`src/rtl/uart_loader_pkg.sv`:
```
// uart_loader_pkg: shared MEM widths, sync marker and loader FSM states
package uart_loader_pkg;
  localparam int MEM_ADDR_W = 14;
  localparam int MEM_DATA_W = 8;
  localparam int LEN_W = 14;
  localparam logic [7:0] SYNC_BYTE_DEFAULT = 8'hA5;
  typedef enum logic [2:0] {IDLE, LEN_HI, LEN_LO, LOAD, FINISH} state_t;
endpackage

```
`src/rtl/uart_mem_loader_gap_timer.sv`:
```
// gap_timer: counts idle cycles between bytes, flags expiry at TIMEOUT_CYCLES-1
module gap_timer #(
  parameter int TIMEOUT_CYCLES = 1000000
) (
  input  logic clk,
  input  logic reset,
  input  logic clear,
  input  logic enable,
  output logic expired
);
  localparam int CW = $clog2(TIMEOUT_CYCLES + 1);
  logic [CW-1:0] count;
  always_ff @(posedge clk) begin
    if (reset || clear) count <= '0;
    else if (enable) count <= count + CW'(1);
  end
  assign expired = enable && !clear && count == CW'(TIMEOUT_CYCLES - 1);
endmodule

```
`src/rtl/uart_mem_loader.sv`:
```
// uart_mem_loader: parses sync/length/payload frames from UART RX into sequential MEM writes
module uart_mem_loader
  import uart_loader_pkg::*;
#(
  parameter int ADDR_W = MEM_ADDR_W,
  parameter int DATA_W = MEM_DATA_W,
  parameter logic [DATA_W-1:0] SYNC_BYTE = SYNC_BYTE_DEFAULT,
  parameter logic [ADDR_W-1:0] BASE_ADDR = '0,
  parameter int TIMEOUT_CYCLES = 1000000
) (
  input  logic              clk,
  input  logic              reset,
  input  logic [DATA_W-1:0] rx_data,
  input  logic              rx_valid,
  output logic              wr_enable,
  output logic [ADDR_W-1:0] write_select,
  output logic [DATA_W-1:0] write_data,
  output logic              busy,
  output logic              done,
  output logic              error,
  output logic [LEN_W-1:0]  loaded_count
);
  state_t state, state_n;
  logic [LEN_W-1:0] len;
  logic [ADDR_W-1:0] addr;
  logic active, expired, sync_fire, bad_len, load_fire, last_byte, lo_zero;
  assign active = state inside {LEN_HI, LEN_LO, LOAD};
  assign busy = state != IDLE;
  assign sync_fire = state == IDLE && rx_valid && rx_data == SYNC_BYTE;
  assign bad_len = state == LEN_HI && rx_valid && rx_data[DATA_W-1:DATA_W-2] != '0;
  assign load_fire = state == LOAD && rx_valid;
  assign last_byte = loaded_count + LEN_W'(1) == len;
  assign lo_zero = {len[LEN_W-1:DATA_W], rx_data} == '0;
  gap_timer #(.TIMEOUT_CYCLES(TIMEOUT_CYCLES)) u_gap_timer (
    .clk     (clk),
    .reset   (reset),
    .clear   (rx_valid || !active),
    .enable  (active),
    .expired (expired)
  );
  always_comb begin
    state_n = state;
    case (state)
      IDLE:    state_n = sync_fire ? LEN_HI : IDLE;
      LEN_HI:  state_n = expired ? IDLE : !rx_valid ? LEN_HI : bad_len ? IDLE : LEN_LO;
      LEN_LO:  state_n = expired ? IDLE : !rx_valid ? LEN_LO : lo_zero ? FINISH : LOAD;
      LOAD:    state_n = expired ? IDLE : (load_fire && last_byte) ? FINISH : LOAD;
      FINISH:  state_n = IDLE;
      default: state_n = IDLE;
    endcase
  end
  always_ff @(posedge clk) begin
    if (reset) begin
      state        <= IDLE;
      len          <= '0;
      addr         <= '0;
      loaded_count <= '0;
      error        <= 1'b0;
      done         <= 1'b0;
      wr_enable    <= 1'b0;
      write_select <= '0;
      write_data   <= '0;
    end else begin
      state     <= state_n;
      done      <= state == FINISH;
      wr_enable <= load_fire;
      if (sync_fire) begin
        error        <= 1'b0;
        loaded_count <= '0;
      end
      if (bad_len || expired) error <= 1'b1;
      if (state == LEN_HI && rx_valid) len[LEN_W-1:DATA_W] <= rx_data[LEN_W-DATA_W-1:0];
      if (state == LEN_LO && rx_valid) begin
        len[DATA_W-1:0] <= rx_data;
        addr            <= BASE_ADDR;
      end
      if (load_fire) begin
        write_select <= addr;
        write_data   <= rx_data;
        addr         <= addr + ADDR_W'(1);
        loaded_count <= loaded_count + LEN_W'(1);
      end
    end
  end
endmodule
```
`config.mk`:
```
export PLATFORM = sky130hd
export DESIGN_NAME = uart_mem_loader
export DESIGN_NICKNAME = d
export VERILOG_FILES = /design/src/rtl/uart_loader_pkg.sv /design/src/rtl/uart_mem_loader_gap_timer.sv /design/src/rtl/uart_mem_loader.sv
export SDC_FILE = /design/constraint.sdc
export NUM_CORES = 1
export LEC_CHECK = 0
export BUFFER_PORTS_ARGS = -buffer_cell sky130_fd_sc_hd__buf_2
export CORE_MARGIN = 2
export CORE_UTILIZATION = 38
export DETAILED_ROUTE_END_ITERATION = 8
export GPL_TIMING_DRIVEN = 0
export PLACE_DENSITY_LB_ADDON = 0.12
export SYNTH_ARGS = -nofsm -noshare
export SYNTH_HDL_FRONTEND = slang
export SYNTH_SLANG_ARGS = --single-unit
```
`constraint.sdc`:
```
create_clock -name clk -period 2.1 [get_ports clk]
set_input_delay 0.42 -clock clk [delete_from_list [all_inputs] [get_ports clk]]
set_output_delay 0.42 -clock clk [all_outputs]
set_load 0.02 [all_outputs]
```
==> impl_metrics.ini, run 1 <==
[outcome]
status = complete, but fails checks
violations = setup timing

[yosys]
synth.distinct_cells = 58
syn-cell-area_um2 = 4410
netlist_instances = 551
synth-main-ff-cell = dfxtp_1
yosysTopAreaCell = dfxtp_1
synth_area_leaders = dfxtp_1 41%, nand2_1 7.5%, a21oi_1 7.1%
ys_warn_count = 0
synth_nets = 565
synth-seq-cells = 90
syn_area_per_cell_um2 = 8.00
synthArstFlopShare_pct = 0
synth_edf_count = 0
netlist.area_leader.share_pct = 40.9
seq_area_frac_synth_pct = 40.9

[timing]
hold_slack_ns = 0.380
fin_crit_ns = 2.13
tns_ns = -0.0460
fmax_ghz = 0.470
setup_viol = 2
fin_crit_sh_pct = 101
drv_slew = 0
fin_worst_skew_ns = 0.0111
fin_ws_ns = -0.0293
rsz0062_at_grt = true
slew_headroom_pct = 52.2
hold_viol_final = 0
worst_slew_pin_slew_ns = 0.717

[final_layout]
antenna_cells = 0
stdcell_area_um2 = 5510
final_cell_mix = 86 x nand2_1, 80 x dfxtp_1, 69 x nor2_1, 62 x a21oi_1, 53 x buf_2
utilization_pct = 48.5
syn_to_final_growth_pct = 24.9
finalNetCount = 645
layout_commonest_cell = nand2_1
drive_gt1_share_pct = 24.4
instances_no_fill = 779

[worst_hold_path]
min_to = len[0]
min-delay-path-class = primary input to register
min_from = rx_data[0]
whs_path_depth = 3

[floorplan]
die_area_um2 = 12500
rows = 39
die_x_um = 112
core_um2 = 11400
die_y_um = 112
initial_core_util_pct = 38.8
io_pins = 51

[clock_network]
clockRootBuffer = clkbuf_16
tritoncts = built
cts.htree.levels = 3
hold_buffers = 0
cts.clk_slew.worst_paths_ns = 0.07
clock_path_buffers = 2
clock_latency_ns = 0.34
clock-sinks = 90
cts_buffers = 9

[route]
drcViolationCount = 0
first_pass_iters = 7
viasPerCell = 5.39
antenna_left = 0
num_vias = 4197
wl_um = 12400
drtIter0Drc = 288
wl_per_cell_um = 15.9

[power]
comb_power_share_pct = 1.9
clock_power_share_pct = 50.4
vdd_drop_max_mv = 0.413
p_switching_mw = 0.736
power_density_nw_per_um2 = 648
p_sw_share_pct = 20.6
p_leak_nw = 2.08
total_power_mw = 3.57
seq_power_share_pct = 47.8
internal_power_mw = 2.83

[critical_path]
crit_path_start_kind = register
crit_buf_inv = 1
endpoint_kind = register
cp_max_fo = 8
slowest_delay_ns = 0.35
cpLargestDelayFamily = compound AO/OA/AOI/OAI gates
ff2ff_path_depth = 9
timing.rr.end = state[0]
startpoint = loaded_count[0]
cp_slowest_cell = dfxtp_2
arrival_ns = 2.35
critPathRequiredTime_ns = 2.32
worst-setup-path-type = register to register
worstReg2RegStart = loaded_count[0]
reg2reg_slack_ns = -0.03
cp_cell_sequence = ha_2, buf_6, and3_4, nand3_4, o31ai_2, a22oi_2, nor2_1, nand4_1, a32o_1

[global_routing]
grt_max_degree = 16
grt_usage_pct = 19.9
antenna_found_initial = 0
grt_pass1_wl_um = 19900
gr-total-overflow = 0
first_global_vias = 3930

[placed_design]
dpl.cell_count = 743
gp_congestion = 0.843
place_area_um2 = 4850
hpwl_um = 8610
port_buffers = 49
pre_cts_ws_ns = -0.503

[run]
max_cap_viol_count = 0
-- sequential cells by signal, indices dropped and copies added, names as in the netlist --
register / count
addr: 14
wr_enable: 1
error: 1
write_select: 14
done: 1
write_data: 8
len: 14
u_gap_timer.count: 20
loaded_count: 14
state: 3
-- power by group through the flow --
stage	clock network, mW	registers (mW)	logic [mW]
finish	1.80	1.70	0.0661
global route	1.92	1.70	0.0712
CTS	1.84	1.70	0.0651
detailed placement	0	1.74	0.0638
global placement	0	1.74	0.0637
floorplan	0	1.74	0.0258
-- final cells by class --
| cell class | instances | area, um2 |
|---|---|---|
| fill | 1120 | 5860 |
| tap | 143 | 179 |
| clock inverter | 6 | 87.6 |
| inverter | 7 | 26.3 |
| buffer | 33 | 211 |
| multi-input combinational | 421 | 2540 |
| sequential | 90 | 1820 |
| timing repair buffer | 69 | 395 |
| clock buffer | 10 | 250 |
-- cell families after synthesis --
| family | Yosys count | share of synthesized area, % |
|---|---|---|
| DFF | 90 | 40.9 |
| and+or+nand+nor | 267 | 30.0 |
| adders and majority gates | 3 | 0.851 |
| AOI/OAI and AO/OA | 109 | 14.2 |
| buffers and inverters | 40 | 4.99 |
| muxes | 7 | 1.59 |
| xor gates and xnor gates | 35 | 7.43 |
-- Yosys cell counts, types with 3 or more instances --
master / n
nor3_1: 16
ha_1: 3
and2b_1: 3
nor2_1: 71
a21oi_1: 63
buf_6: 5
inv_1: 6
a31oi_1: 5
o21ai_0: 16
and3_1: 7
nor4_1: 4
nand3_1: 32
mux2i_1: 7
xnor2_1: 13
nor4b_1: 4
nand2_1: 88
o31ai_1: 3
xor2_1: 20
or3_1: 6
clkbuf_1: 18
buf_4: 5
dfxtp_1: 90
a311oi_1: 4
or4_1: 3
buf_2: 3
nand4_1: 7
a21o_1: 7
-- worst reg2reg max path: stages (launching register included) --
cell,delay [ns]
dfxtp_2,0.35
ha_2,0.17
buf_6,0.13
and3_4,0.21
nand3_4,0.09
o31ai_2,0.29
a22oi_2,0.16
nor2_1,0.12
nand4_1,0.18
a32o_1,0.31
-- timing repair --
item | in CTS | in global routing
gates resized for setup | 38 | 11
setup endpoints to repair | 43 | 35
endpoints found under the hold margin | 0 | 0
setup buffers | 20 | 0
pin swaps | 12 | 4
-- layer usage --
metal | wire length, um | up-vias | track usage (%)
met1 | 5950 | 2000 | 28.1
met2 | 5630 | 111 | 30.3
met4 | 170 | 0 | 6.91
met5 | 0 | - | 0
li1 | - | 2072 | -
met3 | 620 | 14 | 3.97
-- worst max-delay path by stage --
stage | depth (start not counted) | end
after floorplan | 9 | state[1]
after global placement | 8 | loaded_count[12]
after detailed placement | 8 | loaded_count[12]
after CTS | 8 | state[1]
after global routing | 8 | u_gap_timer.count[18]
final | 9 | state[0]
Note: power is estimated with default switching activity, not from simulation.
==> inputs of run 2 (changes only) <==
--- a/constraint.sdc
+++ b/constraint.sdc
@@ -3,2 +3,2 @@
 set_output_delay 0.42 -clock clk [all_outputs]
-set_load 0.02 [all_outputs]
+set_load 0.05 [all_outputs]
==> run 2 against run 1 <==
Against the previous run: the run now ends clean; die area unchanged; global-route usage about the same; routed wire length decreased by 1.3%; sequential cell count unchanged; worst hold slack got worse by 0.0095 ns; final area decreased by 0.66%; critical path type unchanged; largest cell class unchanged; highest routed layer unchanged.
==> impl_metrics.ini, run 2 (same netlist as run 1, synthesis figures left out) <==
[outcome]
status = finished, final reports clean

[floorplan]
rows = 39
die_y_um = 112
die_x_um = 112
initial_core_util_pct = 38.8
core_um2 = 11400
die_area_um2 = 12500
io_pins = 51

[final_layout]
layout_commonest_cell = nand2_1
largest_reg_flops = 20
drive_gt1_share_pct = 23.7
antenna_cells = 0
syn_to_final_growth_pct = 24.1
stdcell_area_um2 = 5470
largest-register = u_gap_timer.count
fillers = 1132
final_cell_mix = 86 x nand2_1, 77 x dfxtp_1, 69 x nor2_1, 62 x a21oi_1, 52 x buf_2
finalNetCount = 639

[critical_path]
cp_cell_sequence = ha_4, and3_4, nand3_4, a21oi_1, o31ai_2, or3b_4, nor4b_4, nor2_1
cpLargestDelayFamily = simple AND/OR/NAND/NOR gates
endpoint_kind = register
worst-setup-path-type = register to register
crit_buf_inv = 0
ff2ff_path_depth = 8
cp_max_fo = 9
crit_path_start_kind = register
timing.rr.end = state[1]
critPathRequiredTime_ns = 2.33
arrival_ns = 2.30
reg2reg_slack_ns = 0.03
slowest_delay_ns = 0.43
worstReg2RegStart = loaded_count[1]
cp_slowest_cell = or3b_4

[placed_design]
hpwl_um = 8640
gp_congestion = 0.859
place_area_um2 = 4900
port_buffers = 49

[power]
vdd_drop_max_mv = 0.395
power_density_nw_per_um2 = 626
p_leak_nw = 2.07

[clock_network]
clock-sinks = 90
cts.clk_slew.worst_paths_ns = 0.06
hold_buffers = 0
cts_buffers = 9
clockRootBuffer = clkbuf_16
tritoncts = built
clock_latency_ns = 0.34
cts.htree.levels = 3
clock_path_buffers = 2

[worst_hold_path]
min_to = write_data[1]
min-delay-path-class = primary input to register
min_from = rx_data[1]
whs_path_depth = 3

[timing]
tns_ns = 0
fmax_ghz = 0.483
slew_headroom_pct = 52.4
rsz0062_at_grt = true
hold_viol_final = 0
fin_worst_skew_ns = 0.00462
drv_slew = 0
setup_viol = 0
fin_crit_ns = 2.07
fin_crit_sh_pct = 98.5
worst_slew_pin_slew_ns = 0.711

[route]
viasPerCell = 5.37
wl_um = 12200
first_pass_iters = 6
num_vias = 4152
wl_per_cell_um = 15.8
drcViolationCount = 0
antenna_left = 0
drtIter0Drc = 249

[global_routing]
gr-total-overflow = 0
grt_max_degree = 15
grt_usage_pct = 19.9
first_global_vias = 3927
grt_pass1_wl_um = 19800
antenna_found_initial = 0

[run]
max_cap_viol_count = 0
## run 2: through the flow
stage | power, mW | util [%] | cells | worst slack (ns) | hold slack, ns
finish | 3.43 | 48.1 | 773 | 0.0315 | 0.371
global route | 3.56 | 48.1 | 773 | -0.0501 | 0.379
CTS | 3.48 | 47.1 | 766 | -0.000473 | 0.364
detailed placement | 1.80 | 43.1 | 743 | -0.508 | 0.446
global placement | 1.80 | 43.1 | 743 | -0.534 | 0.432
floorplan | 1.76 | - | 551 | 0.00330 | 0.418
## run 2: worst max-delay path by stage
| stage | startpoint | end | slack, ns | cells past startpoint |
|---|---|---|---|---|
| after floorplan | loaded_count[10] | state[1] | 0.003 | 8 |
| after global placement | rx_valid | loaded_count[12] | -0.53 | 8 |
| after detailed placement | rx_valid | loaded_count[12] | -0.51 | 8 |
| after CTS | state[2] | loaded_count[12] | -0.0005 | 8 |
| after global routing | loaded_count[6] | state[1] | -0.05 | 8 |
| final | loaded_count[1] | state[1] | 0.03 | 8 |
## run 2: routing by layer
| metal | up-vias | part of all wire (%) | track usage (%) |
|---|---|---|---|
| met5 | - | 0 | 0 |
| met4 | 0 | 1.7 | 7.82 |
| met3 | 19 | 5.1 | 3.59 |
| met2 | 110 | 46 | 31.0 |
| met1 | 1953 | 48 | 27.4 |
| li1 | 2070 | - | - |
## run 2: repair_timing
action,CTS,global route
setup endpoints to repair,42,37
gates resized for setup,20,21
endpoints found under the hold margin,0,0
setup buffers,10,11
pin swaps,8,11
## run 2: cell type report
type | instances | area [um2] | area share [%]
Multi-Input combinational cell | 421 | 2550 | 46.6
Sequential cell | 90 | 1840 | 33.6
Timing Repair Buffer | 69 | 412 | 7.52
Clock buffer | 13 | 262 | 4.78
Tap cell | 143 | 179 | 3.27
Buffer | 27 | 159 | 2.90
Clock inverter | 3 | 45.0 | 0.823
Inverter | 7 | 26.3 | 0.480
## run 2: worst reg2reg max path: stages (launching register included)
cell and delay [ns]:
dfxtp_4 0.36, ha_4 0.21, and3_4 0.20, nand3_4 0.08, a21oi_1 0.08, o31ai_2 0.28
or3b_4 0.43, nor4b_4 0.26, nor2_1 0.06
## run 2: where the power goes
part           switching [mW]  internal (mW)  total, mW
clock network           0.670          0.999       1.67
logic                  0.0508         0.0143     0.0650
registers            0.000132           1.69       1.69
